`src/rtl/sport_sclk_fs_gen.sv`:
```
// SPORT0 internal SCLK and frame-sync generator: divides DSPCLK into SCLK, emits edge strobes and TFS/RFS pulses.
// Optional macro SPORT_FSCNT_RD_EN exposes the frame counter on FSCNT_do for the DMD read bus.
module sport_sclk_fs_gen #(
    parameter int CW     = 16,
    parameter int FS_LEN = 1
) (
    input  logic          DSPCLK,
    input  logic          RST,
    input  logic          SPEN,
    input  logic          ISCLK,
    input  logic          INVxSCLK,
    input  logic          ITFS,
    input  logic          IRFS,
    input  logic [1:0]    FSD,
    input  logic [CW-1:0] SCLKDIV,
    input  logic [CW-1:0] FSDIV,
    input  logic          TX_RDY,
    input  logic          RX_RDY,
    output logic          SCLK_o,
    output logic          SCLK_R,
    output logic          SCLK_F,
    output logic          TFS_o,
    output logic          RFS_o
`ifdef SPORT_FSCNT_RD_EN
    ,
    input  logic          selFSCNT,
    output logic [CW-1:0] FSCNT_do
`endif
);

    localparam logic [CW-1:0] CNT_ONE  = {{(CW-1){1'b0}}, 1'b1};
    localparam logic [1:0]    LEN_LOAD = 2'(FS_LEN - 1);

    typedef enum logic {FS_IDLE, FS_ACTIVE} fs_state_t;

    logic          run;
    logic          load_pend_reg;
    logic [CW-1:0] half_cnt_reg;
    logic [CW-1:0] half_eff;
    logic          sclk_int_reg;
    logic          sclk_r_reg;
    logic          sclk_f_reg;
    logic [CW-1:0] fcnt_reg;
    logic [CW-1:0] fsdiv_reg;
    logic [CW-1:0] fsdiv_eff;
    logic          tog;
    logic          rise;
    logic          fall;
    logic          frame_tc;
    logic [1:0]    ixfs;
    logic [1:0]    rdy;
    logic [1:0]    fs_out;

    assign run = SPEN & ISCLK;

    // A pending load makes the first running cycle behave as if SCLKDIV had just been loaded.
    assign half_eff  = load_pend_reg ? SCLKDIV : half_cnt_reg;
    assign fsdiv_eff = load_pend_reg ? FSDIV : fsdiv_reg;
    assign tog       = run & (half_eff == '0);
    assign rise      = tog & ~sclk_int_reg;
    assign fall      = tog & sclk_int_reg;
    assign frame_tc  = rise & (fcnt_reg == fsdiv_eff);

    always_ff @(posedge DSPCLK or posedge RST) begin
        if (RST) begin
            load_pend_reg <= 1'b1;
            half_cnt_reg  <= '0;
            sclk_int_reg  <= 1'b0;
            sclk_r_reg    <= 1'b0;
            sclk_f_reg    <= 1'b0;
            fcnt_reg      <= '0;
            fsdiv_reg     <= '0;
        end else if (!run) begin
            load_pend_reg <= 1'b1;
            half_cnt_reg  <= '0;
            sclk_int_reg  <= 1'b0;
            sclk_r_reg    <= 1'b0;
            sclk_f_reg    <= 1'b0;
            fcnt_reg      <= '0;
            fsdiv_reg     <= '0;
        end else begin
            load_pend_reg <= 1'b0;
            sclk_r_reg    <= rise;
            sclk_f_reg    <= fall;
            fsdiv_reg     <= fsdiv_eff;
            if (tog) begin
                sclk_int_reg <= ~sclk_int_reg;
                half_cnt_reg <= SCLKDIV;
            end else begin
                half_cnt_reg <= half_eff - CNT_ONE;
            end
            // New FSDIV is only picked up when the frame wraps.
            if (frame_tc) begin
                fcnt_reg  <= '0;
                fsdiv_reg <= FSDIV;
            end else if (rise) begin
                fcnt_reg <= fcnt_reg + CNT_ONE;
            end
        end
    end

    assign ixfs = {IRFS, ITFS};
    assign rdy  = {RX_RDY, TX_RDY};

    generate
        for (genvar gi = 0; gi < 2; gi++) begin : gen_fs
            fs_state_t  state_reg, state_next;
            logic [1:0] len_reg, len_next;
            logic       trig;

            assign trig = frame_tc & ixfs[gi] & (~FSD[gi] | rdy[gi]);

            always_ff @(posedge DSPCLK or posedge RST) begin
                if (RST) begin
                    state_reg <= FS_IDLE;
                    len_reg   <= '0;
                end else begin
                    state_reg <= state_next;
                    len_reg   <= len_next;
                end
            end

            always_comb begin
                state_next = state_reg;
                len_next   = len_reg;
                if (!run || !ixfs[gi]) begin
                    state_next = FS_IDLE;
                    len_next   = '0;
                end else begin
                    case (state_reg)
                        FS_IDLE: begin
                            if (trig) begin
                                state_next = FS_ACTIVE;
                                len_next   = LEN_LOAD;
                            end
                        end
                        FS_ACTIVE: begin
                            // A frame boundary inside a pulse restarts the width count.
                            if (trig) begin
                                len_next = LEN_LOAD;
                            end else if (rise) begin
                                if (len_reg == 2'd0) begin
                                    state_next = FS_IDLE;
                                end else begin
                                    len_next = len_reg - 2'd1;
                                end
                            end
                        end
                        default: begin
                            state_next = FS_IDLE;
                            len_next   = '0;
                        end
                    endcase
                end
            end

            assign fs_out[gi] = (state_reg == FS_ACTIVE);
        end
    endgenerate

    assign SCLK_o = sclk_int_reg ^ INVxSCLK;
    assign SCLK_R = sclk_r_reg;
    assign SCLK_F = sclk_f_reg;
    assign TFS_o  = fs_out[0];
    assign RFS_o  = fs_out[1];

`ifdef SPORT_FSCNT_RD_EN
    assign FSCNT_do = {CW{selFSCNT}} & fcnt_reg;
`endif

endmodule

```
`config.mk`:
```
export PLATFORM = sky130hd
export DESIGN_NAME = sport_sclk_fs_gen
export DESIGN_NICKNAME = d
export VERILOG_FILES = /design/src/rtl/sport_sclk_fs_gen.sv
export SDC_FILE = /design/constraint.sdc
export NUM_CORES = 1
export LEC_CHECK = 0
export CORE_ASPECT_RATIO = 1.25
export CORE_UTILIZATION = 57
export DETAILED_ROUTE_END_ITERATION = 10
export PLACE_DENSITY = 0.8
export SLEW_MARGIN = 10
export SYNTH_ARGS = -nofsm -noshare
export SYNTH_HDL_FRONTEND = slang
export SYNTH_SLANG_ARGS = --single-unit
```
`constraint.sdc`:
```
create_clock -name DSPCLK -period 4.6 [get_ports DSPCLK]
set_input_delay 0.92 -clock DSPCLK [delete_from_list [all_inputs] [get_ports DSPCLK]]
set_output_delay 0.92 -clock DSPCLK [all_outputs]
set_load 0.01 [all_outputs]
```
# Yosys cells after proc, flatten, opt, wreduce, memory -nomap -nowiden
# Cells that the tools add are included.
# totals
out_inout_bits	5
word_cells	89
latchBits	0
reg_bits	58
ram_bits	0
romBits	0
memories	0
input_bits	43
# op_classes
n_eq_ne	9
magnitude_cmp	0
n_addsub	4
n_reduce_logical	10
mul	0
div_mod_pow	0
bitwise	17
muxes	38
shift	0
# op_table
cell	n
16-bit two-way mux	9
2-bit two-way mux	10
16-bit by 1-bit adder with 16-bit output (second input constant)	1
16-bit equality test	1
16-bit zero test	1
16-bit by 1-bit subtractor with 16-bit output (second input constant)	1
1-bit two-way mux	15
1-bit bitwise AND	9
4-bit by 2-bit != test with 1-bit output (second input constant)	2
4-bit != test (second input constant)	2
2-bit case mux with 2 select lines	2
3-bit != test (second input constant)	2
3-bit AND reduction	2
1-bit NOT	5
2-bit zero test	2
1-bit case mux with 2 select lines	2
2-bit by 1-bit subtractor with 2-bit output (second input constant)	2
1-bit zero test	3
3-bit by 1-bit != test with 1-bit output (second input constant)	1
1-bit logical OR	2
2-bit by 1-bit != test with 1-bit output (second input constant)	1
1-bit OR	2
1-bit XOR	1

# Depth between registers and ports, before layout
# Gate-level depths: netlist of the first run.
# depth
word_depth	10
depth_mapped	15
ltp_nobuf	9

# Least setup slack after synthesis of the first run
# No wires, ideal clock.
# synth_timing
path_type	flip-flop to flip-flop
startpoint	register load_pend_reg
endpoint	register fcnt_reg[10]
arrival_time_ps	3311
path_buffers	5
required_time_ps	4476
slack_ps	1165
stages_incl_launch_ff	14
cell_sequence	dfstp_2 > buf_2 > clkbuf_1 > clkbuf_1 > clkbuf_1 > mux2i_1 > ha_1 > inv_1 > a211oi_1 > nand3_1 > or2_4 > buf_6 > and3_1 > a211o_1
# synth_between
elab_chain_len	7
# synth_lines
item	line	text
from (decl)	37	logic load_pend_reg;
from (signal assigned)	66	load_pend_reg <= 1'b1;
from (signal assigned)	74	load_pend_reg <= 1'b1;
from (signal assigned)	82	load_pend_reg <= 1'b0;
16-bit two-way mux	57	assign half_eff = load_pend_reg ? SCLKDIV : half_cnt_reg;
16-bit zero test	59	assign tog = run & (half_eff == '0);
1-bit bitwise AND	59	
1-bit bitwise AND	60	assign rise = tog & ~sclk_int_reg;
1-bit bitwise AND	62	assign frame_tc = rise & (fcnt_reg == fsdiv_eff);
16-bit two-way mux	93	if (frame_tc) begin
16-bit two-way mux	73	end else if (!run) begin
to (signal assigned)	97	fcnt_reg <= fcnt_reg + CNT_ONE;
to (decl)	43	logic [CW-1:0] fcnt_reg;
# Several ways; a longest one is shown, not always the timed one.
# A chain may end at the register's enable or synchronous reset.

# Worst setup path after layout of the first run
# layout_timing
startpoint	input SCLKDIV[7]
endpoint	register gen_fs[0].state_reg, in the netlist TFS_o
# layout_between
elab_chain_len	10
# layout_lines
item	line	text
from (decl)	15	input logic [CW-1:0] SCLKDIV,
16-bit two-way mux (*)	57	
16-bit zero test (*)	59	
1-bit bitwise AND (*)	59	
1-bit bitwise AND (*)	60	
1-bit bitwise AND	62	
1-bit bitwise AND (2 in a row)	111	assign trig = frame_tc & ixfs[gi] & (~FSD[gi] | rdy[gi]);
1-bit two-way mux (on tied branches)	139, 132	
1-bit case mux with 2 select lines (*)	130	case (state_reg)
1-bit two-way mux (*)	126	if (!run || !ixfs[gi]) begin
named net gen_fs[0].state_next	107	fs_state_t state_reg, state_next;
to (signal assigned)	118	state_reg <= state_next;
to (decl)	107	
# The timed path passes the listed nets; every way through them passes the cells marked *.

==> results of run 1 <==
## cell usage after synthesis, types with 8 or more instances
library cell,n
dfrtp_1,57
nand2_1,51
nand3_1,30
clkbuf_1,25
mux2i_1,25
nor2_1,25
o211ai_1,23
a32oi_1,22
xnor2_1,22
and3_1,21
nor3_1,20
a21oi_1,19
inv_1,13
o21ai_0,13
nor4_1,11
or3_1,9
buf_2,8
## how the worst max path moves through the flow
stage | end | cells past startpoint | from | slack [ps]
after floorplan | fcnt_reg[10] | 13 | load_pend_reg | 1160
after detailed placement | TFS_o | 8 | SCLKDIV[7] | 440
after global placement | TFS_o | 8 | SCLKDIV[7] | 520
final | TFS_o | 8 | SCLKDIV[7] | 750
after global routing | fcnt_reg[0] | 8 | SCLKDIV[7] | 570
after CTS | TFS_o | 8 | SCLKDIV[7] | 790
## per-layer routing
layer  GRT usage  vias to the layer above  wire (um)
li1            -                     1884          -
met1       0.348                     1951       4230
met2       0.500                      126       5540
met3      0.0601                       16        571
met4       0.103                        0        166
met5           0                        -          0
## area by class of cell
class / instances / area, um^2 / share of cell area
Multi-Input combinational cell: 380 / 2480 / 0.515
Sequential cell: 58 / 1450 / 0.302
Timing Repair Buffer: 55 / 531 / 0.110
Clock buffer: 12 / 145 / 0.0301
Tap cell: 90 / 113 / 0.0234
Inverter: 14 / 52.6 / 0.0109
Clock inverter: 3 / 40.0 / 0.00832
## cell usage in the layout, fill, tap and decap left out, types with 3 or more instances in the layout
master / count
o211ai_1: 23
mux2i_1: 25
a21oi_1: 19
nand4_1: 6
o21ai_0: 13
a32oi_1: 22
or3_1: 9
clkdlybuf4s50_1: 47
nand2_1: 51
a211o_1: 3
mux2_2: 3
a211oi_1: 3
xor2_1: 7
nor2_1: 25
dfrtp_1: 57
and4_1: 5
and3_1: 21
ha_1: 5
nand3_1: 30
inv_1: 12
nor2b_1: 7
buf_4: 8
nor3_1: 20
o31ai_1: 3
and2_1: 3
clkbuf_8: 10
xnor2_1: 22
a31oi_1: 4
a22oi_1: 5
nor4_1: 11
## stage by stage
step | hold WS (ps) | std cells | utilization | power [W]
6_report | 583 | 612 | 0.686 | 0.00119
2_1_floorplan | 525 | 489 | - | 0.000651
5_1_grt | 615 | 612 | 0.686 | 0.00123
3_5_place_dp | 575 | 597 | 0.660 | 0.000726
4_1_cts | 583 | 612 | 0.686 | 0.00119
3_3_place_gp | 561 | 597 | 0.660 | 0.000721
## where the power goes
part	switching (W)	internal, W	leakage [nW]
sequential	0.0000123	0.000524	0.793
clock	0.000209	0.000261	0.0962
combinational	0.0000959	0.0000859	1.13
## worst max-delay path: stages
cell and delay, ps:
clkdlybuf4s50_1 510, or4b_1 590, a222oi_1 440, nand2_1 200
or2_4 430, inv_2 560, a21boi_0 220, o21ba_1 210
## cell families (layout without fill, tap and decap cells)
logic type               count (synthesis)  after routing  synth area share
AND/OR/NAND/NOR                        202            202             0.251
AO/OA/AOI/OAI                          116            116             0.201
flip-flops                              58             58             0.349
buffers and inverters                   51             84            0.0547
XOR/XNOR                                29             29            0.0611
multiplexers                            28             28            0.0683
adder cells (fa/ha/maj)                  5              5            0.0150
==> out/results.tsv, run 1 <==
metric	value	unit
synth_area	4160	um^2
ir_drop	0.000159	V
ctsResizeCount	0	
place_area	4630	um^2
overflow	0	
ant_nets	0	
grt_pass1_vias	3672	
worstRegToRegCells	10	
cts.sinks	58	
cts_hold_buf	0	
worstSkewPairLatency	350	ps
grt_setup_unrepaired	no	
min_path_cells	2	
antenna_found_initial	0	
port_buffers	47	
ys_ff_latch	58	
clock-root-buffer	clkbuf_8	
cp_max_fo	39	
dp_hpwl	7110	um
synth_area_leader_cell	dfrtp_1	
synth_edf_count	0	
ys.flop_type	dfrtp_1	
min_to	gen_fs[1].len_reg[1]	
period_needed	3850	ps
first_iter_violations	442	
synth-seq-area-share	0.349	
fin_crit_sh	0.837	
final_nets	566	
p_leak	2.02	nW
tns	0	ps
initial_core_util	0.593	
drive_gt1_frac	0.0651	
vias	3977	
r2r_slack	970	ps
dp_slack	444	ps
status	finished clean	
post_cts_buffers	0	
cts_buffers	9	
grt_pass1_wl	17300	um
worstHoldStart	gen_fs[1].len_reg[1]	
viasPerCell	6.50	
reg2reg_to	TFS_o	
synth.avg_cell_area	8.51	um^2
hold_path.class	flop to flop	
routedWlPerCell	17.2	um
cts_tree	built	
setup_violations	0	
cts_max_path_buffers	2	
syn_nets	537	
cts.reportedPaths.clkPinSlew	60	ps
boundaryPins	48	
max_freq	0.260	GHz
finalHoldViolCount	0	
cap_violations	0	
grtUsageTotal	0.288	
worstSetupStartpointType	input port	
num_rows	34	
power_density	247	nW/um^2
ys_warn_count	0	
die_x	78.4	um
r2r_start	load_pend_reg	
netlist_top_cells_area	dfrtp_1 34%, mux2i_1 6.0%, a32oi_1 4.6%	
wl	10500	um
die-area	7650	um^2
h-tree-depth	3	
diodes	0	
worst_pin_slew	857	ps
syn-instance-count	489	
synth.distinct_cells	58	
fin_area	4810	um^2
crit_arrival	4090	ps
fillCellCount	608	
final_max_slew_viol_count	0	
worstSetupEndpointType	flop	
grt_max_degree	69	
area_delta_synth_final	15.7	%
core_area	7020	um^2
die_h	97.5	um
required	4840	ps
skew	7.78	ps
route.detailed.drc	0	
gp_congestion	0.886	
fin_ws	749	ps
drt_pass1_iterations	5	
relSlewSlack	0.428	
worstSetupPathType	input port to flop	
synth_top_area_share	0.343	
async_flop_share	1.00	
Note: power is estimated with default switching activity, not from simulation.
==> run 2: changes to the inputs <==
Clock period 4.6 ns to 3.6 ns, I/O delays scaled along.
==> out/results.tsv, run 2 (synthesized netlist as in run 1, its figures left out) <==
metric	value	unit
worst_pin_slew	652	ps
viasPerCell	6.45	
diodes	0	
boundaryPins	48	
worstSetupEndpointType	flop	
cpMaxStageDelayCell	dfstp_2	
tns	0	ps
slowest_delay	880	ps
die-area	7650	um^2
core_area	7020	um^2
overflow	0	
status	finished clean	
cts.reportedPaths.clkPinSlew	70	ps
register_area	1450	um^2
grtUsageTotal	0.296	
crit_chain	buf_4 -> mux2i_1 -> xnor2_1 -> nor4_1 -> nand4_1 -> buf_4 -> or3_1 -> a21oi_1	
period_needed	3190	ps
die_x	78.4	um
antenna_found_initial	0	
die_h	97.5	um
final_common_cell	dfrtp_1	
worstSkewPairLatency	340	ps
grt_pass1_vias	3958	
most-common-layout-cells	57 x dfrtp_1, 51 x nand2_1, 47 x clkdlybuf4s50_1	
gp_congestion	0.879	
switching_share	0.268	
finalHoldViolCount	0	
cap_violations	0	
cp_top_family	simple AND/OR/NAND/NOR gates	
final_nets	574	
hold_path.class	flop to flop	
post_cts_buffers	0	
sequentialPowerShare	0.462	
p_leak	2.06	nW
p_int	0.00109	W
setup_violations	0	
first_iter_violations	336	
required	3860	ps
cpMostUsedCell	buf_4	
h-tree-depth	3	
clockPowerShare	0.379	
drt_pass1_iterations	4	
multiInputGateArea	2480	um^2
port_buffers	47	
wl	10600	um
ant_nets	0	
worstSetupPathType	flop to flop	
skew	8.02	ps
cts_max_path_buffers	2	
cp_max_fo	36	
ir_drop	0.000203	V
crit_arrival	3450	ps
grt_pass1_wl	17900	um
max_freq	0.314	GHz
drive_gt1_frac	0.0810	
dp_hpwl	7310	um
initial_core_util	0.593	
routedWlPerCell	17.1	um
grt_max_degree	69	
relSlewSlack	0.565	
fillCellCount	557	
worstSetupStartpointType	flop	
fin_crit_sh	0.886	
power_density	303	nW/um^2
grt_setup_unrepaired	no	
cts_hold_buf	0	
clock-root-buffer	clkbuf_8	
ctsResizeCount	0	
cts.sinks	58	
utilization	0.698	
num_rows	34	
total_power	0.00149	W
pwr-share-comb	0.159	
vias	4004	
worstPathBufferInverterCount	2	
switchingPower	0.000398	W
final_max_slew_viol_count	0	
area_delta_synth_final	17.7	%
cts_buffers	9	
route.detailed.drc	0	
cts_tree	built	
==> run 2: power groups by stage <==
stage / sequential, W / clock [W] / combinational [W]
3_5_place_dp: 0.000697 / 0 / 0.000234
2_1_floorplan: 0.000689 / 0 / 0.000142
4_1_cts: 0.000685 / 0.000568 / 0.000236
5_1_grt: 0.000687 / 0.000598 / 0.000259
6_report: 0.000686 / 0.000563 / 0.000237
3_3_place_gp: 0.000696 / 0 / 0.000229
==> run 2: area by class of cell <==
type                    instances  share of cell area
multi-input cells             380               0.507
flip-flops and latches         58               0.297
repair buffers                 63               0.126
clock buffers                  14              0.0353
well taps                      90              0.0230
inverters                      14              0.0107
clock inverters                 2             0.00204
==> run 2: worst paths after layout <==
check | startpoint | to | slack [ps] | depth (start not counted)
worst max-delay path | load_pend_reg | RFS_o | 410 | 8
worst min-delay path | RFS_o | RFS_o | 590 | 2
worst max register to register | load_pend_reg | RFS_o | 410 | 8
worst min register to register | RFS_o | RFS_o | 590 | 2
max in group asynchronous | RST | half_cnt_reg[13] | 2400 | 3
min in group asynchronous | RST | fsdiv_reg[12] | 740 | 3
==> run 2: per-stage QoR <==
| step | setup WS [ps] | std cells | hold WS (ps) | instance area (um^2) |
|---|---|---|---|---|
| after global routing | 215 | 621 | 598 | 4900 |
| after detailed placement | 157 | 605 | 571 | 4710 |
| after floorplan | 165 | 489 | 525 | 4160 |
| after CTS | 443 | 621 | 579 | 4900 |
| final | 410 | 621 | 587 | 4900 |
| after global placement | 236 | 605 | 564 | 4710 |
==> run 2: layer usage <==
metal  up-vias  routed length (um)  GRT usage
met5         -                   0          0
met4         0                 309      0.132
met2       131                5460      0.511
met1      1941                4360      0.343
met3        33                 509     0.0676
li1       1899                   -          -
==> run 2: tightest hold or removal path: stages (launching register included) <==
cell     delay [ps]
dfrtp_1         390
o21ai_0          90
a21oi_1          70
==> run 3: changes to the inputs <==
Settings changed: CAP_MARGIN set to 20, CORE_UTILIZATION 57 to 61, GPL_ROUTABILITY_DRIVEN set to 0, PLACE_DENSITY 0.8 to 0.85.
Clock period 3.6 ns to 3.85 ns, I/O delays scaled along.
==> out/results.tsv, run 3 (synthesized netlist as in run 1, its figures left out) <==
metric	value	unit
vias	4052	
die-area	7160	um^2
status	finished clean	
area_delta_synth_final	17.3	%
port_buffers	47	
total_power	0.00145	W
worstRegToRegCells	9	
relSlewSlack	0.461	
drive_gt1_frac	0.0721	
viasPerCell	6.60	
h-tree-depth	3	
diodes	0	
route.detailed.drc	0	
post_cts_buffers	0	
ir_drop	0.000212	V
cp_max_fo	34	
period_needed	3460	ps
worstSetupPathType	flop to flop	
setup_violations	0	
routedWlPerCell	17.8	um
crit_cells	9	
multiInputGateArea	2480	um^2
drt_pass1_iterations	5	
grt_setup_unrepaired	no	
most-common-layout-cells	57 x dfrtp_1, 51 x nand2_1, 47 x clkdlybuf4s50_1	
fillCellCount	506	
worstSkewPairLatency	350	ps
register_area	1450	um^2
topRoutingLayerUsed	met4	
slowest_delay	900	ps
utilization	0.743	
power_density	297	nW/um^2
boundaryPins	48	
max_freq	0.289	GHz
required	4090	ps
dr_wl_met3	521	um
wl	10900	um
grt_pass1_vias	3764	
grt_pass1_wl	17700	um
cts_hold_buf	0	
ctsResizeCount	0	
cts_buffers	9	
worstSetupEndpointType	flop	
wl_met1	4460	um
clock-root-buffer	clkbuf_8	
dr_wl_met2	5600	um
cpMaxStageDelayCell	dfstp_2	
cts.sinks	58	
skew	6.14	ps
num_rows	33	
final_common_cell	dfrtp_1	
cts.reportedPaths.clkPinSlew	70	ps
first_iter_violations	353	
antenna_found_initial	0	
cts_tree	built	
worst_pin_slew	809	ps
grtUsageTotal	0.328	
crit_chain	mux2i_1 -> ha_1 -> inv_1 -> a211oi_1 -> nand3_1 -> or2_4 -> buf_4 -> and3_1 -> a211o_1	
overflow	0	
cts_max_path_buffers	2	
die_h	94.3	um
cp_top_family	flip-flops	
crit_arrival	3700	ps
ant_nets	0	
worstSetupStartpointType	flop	
dp_hpwl	7350	um
final_max_slew_viol_count	0	
finalHoldViolCount	0	
p_leak	2.05	nW
grt_max_degree	69	
fin_crit_sh	0.898	
initial_core_util	0.634	
core_area	6570	um^2
cap_violations	0	
die_x	75.9	um
min_path_cells	2	
fin_hold_ws	584	ps
tns	0	ps
hold_path.class	flop to flop	
final_nets	570	
worstPathBufferInverterCount	2	
## run 3: changes by cell type in the layout (fill, tap and decap cells not counted), sizes merged
cell / previous run / this run
bufinv: 0 / 1
clkinv: 2 / 1
buf: 16 / 12
## run 3: layer usage
metal / up-vias / global-route usage
li1: 1899 / -
met1: 1948 / 0.399
met2: 166 / 0.528
met3: 39 / 0.0694
met4: 0 / 0.185
met5: - / 0
## run 3: worst paths after layout
path	startpoint	end	slack, ps
max reg2reg	load_pend_reg	fcnt_reg[11]	390
min	gen_fs[1].len_reg[1]	gen_fs[1].len_reg[1]	580
min in group asynchronous	RST	fcnt_reg[14]	800
max in group asynchronous	RST	load_pend_reg	2740
max	load_pend_reg	fcnt_reg[11]	390
min reg2reg	gen_fs[1].len_reg[1]	gen_fs[1].len_reg[1]	580
## run 3: cell type report
cell class,count,share of cell area
clock inverters,2,0.00718
inverters,14,0.0108
repair buffers,59,0.120
clock buffers,14,0.0333
multi-input cells,380,0.509
well taps,87,0.0223
flip-flops and latches,58,0.298
## run 3: report_power, final
| group | total [W] | internal (W) | switching, W |
|---|---|---|---|
| logic | 0.000220 | 0.000105 | 0.000115 |
| clock network | 0.000589 | 0.000334 | 0.000254 |
| registers | 0.000641 | 0.000626 | 0.0000154 |
## run 3: stage by stage
stage                     worst slack (ps)  instances  area, um^2
after global routing                   137        614        4880
after detailed placement               202        598        4680
final                                  391        614        4880
after CTS                              450        614        4880
after global placement                 256        598        4680
after floorplan                        415        489        4160
## run 3: worst min-delay path, stage by stage (launching register included)
cell,delay [ps]
dfrtp_1,370
a21oi_1,110
nor3_1,60
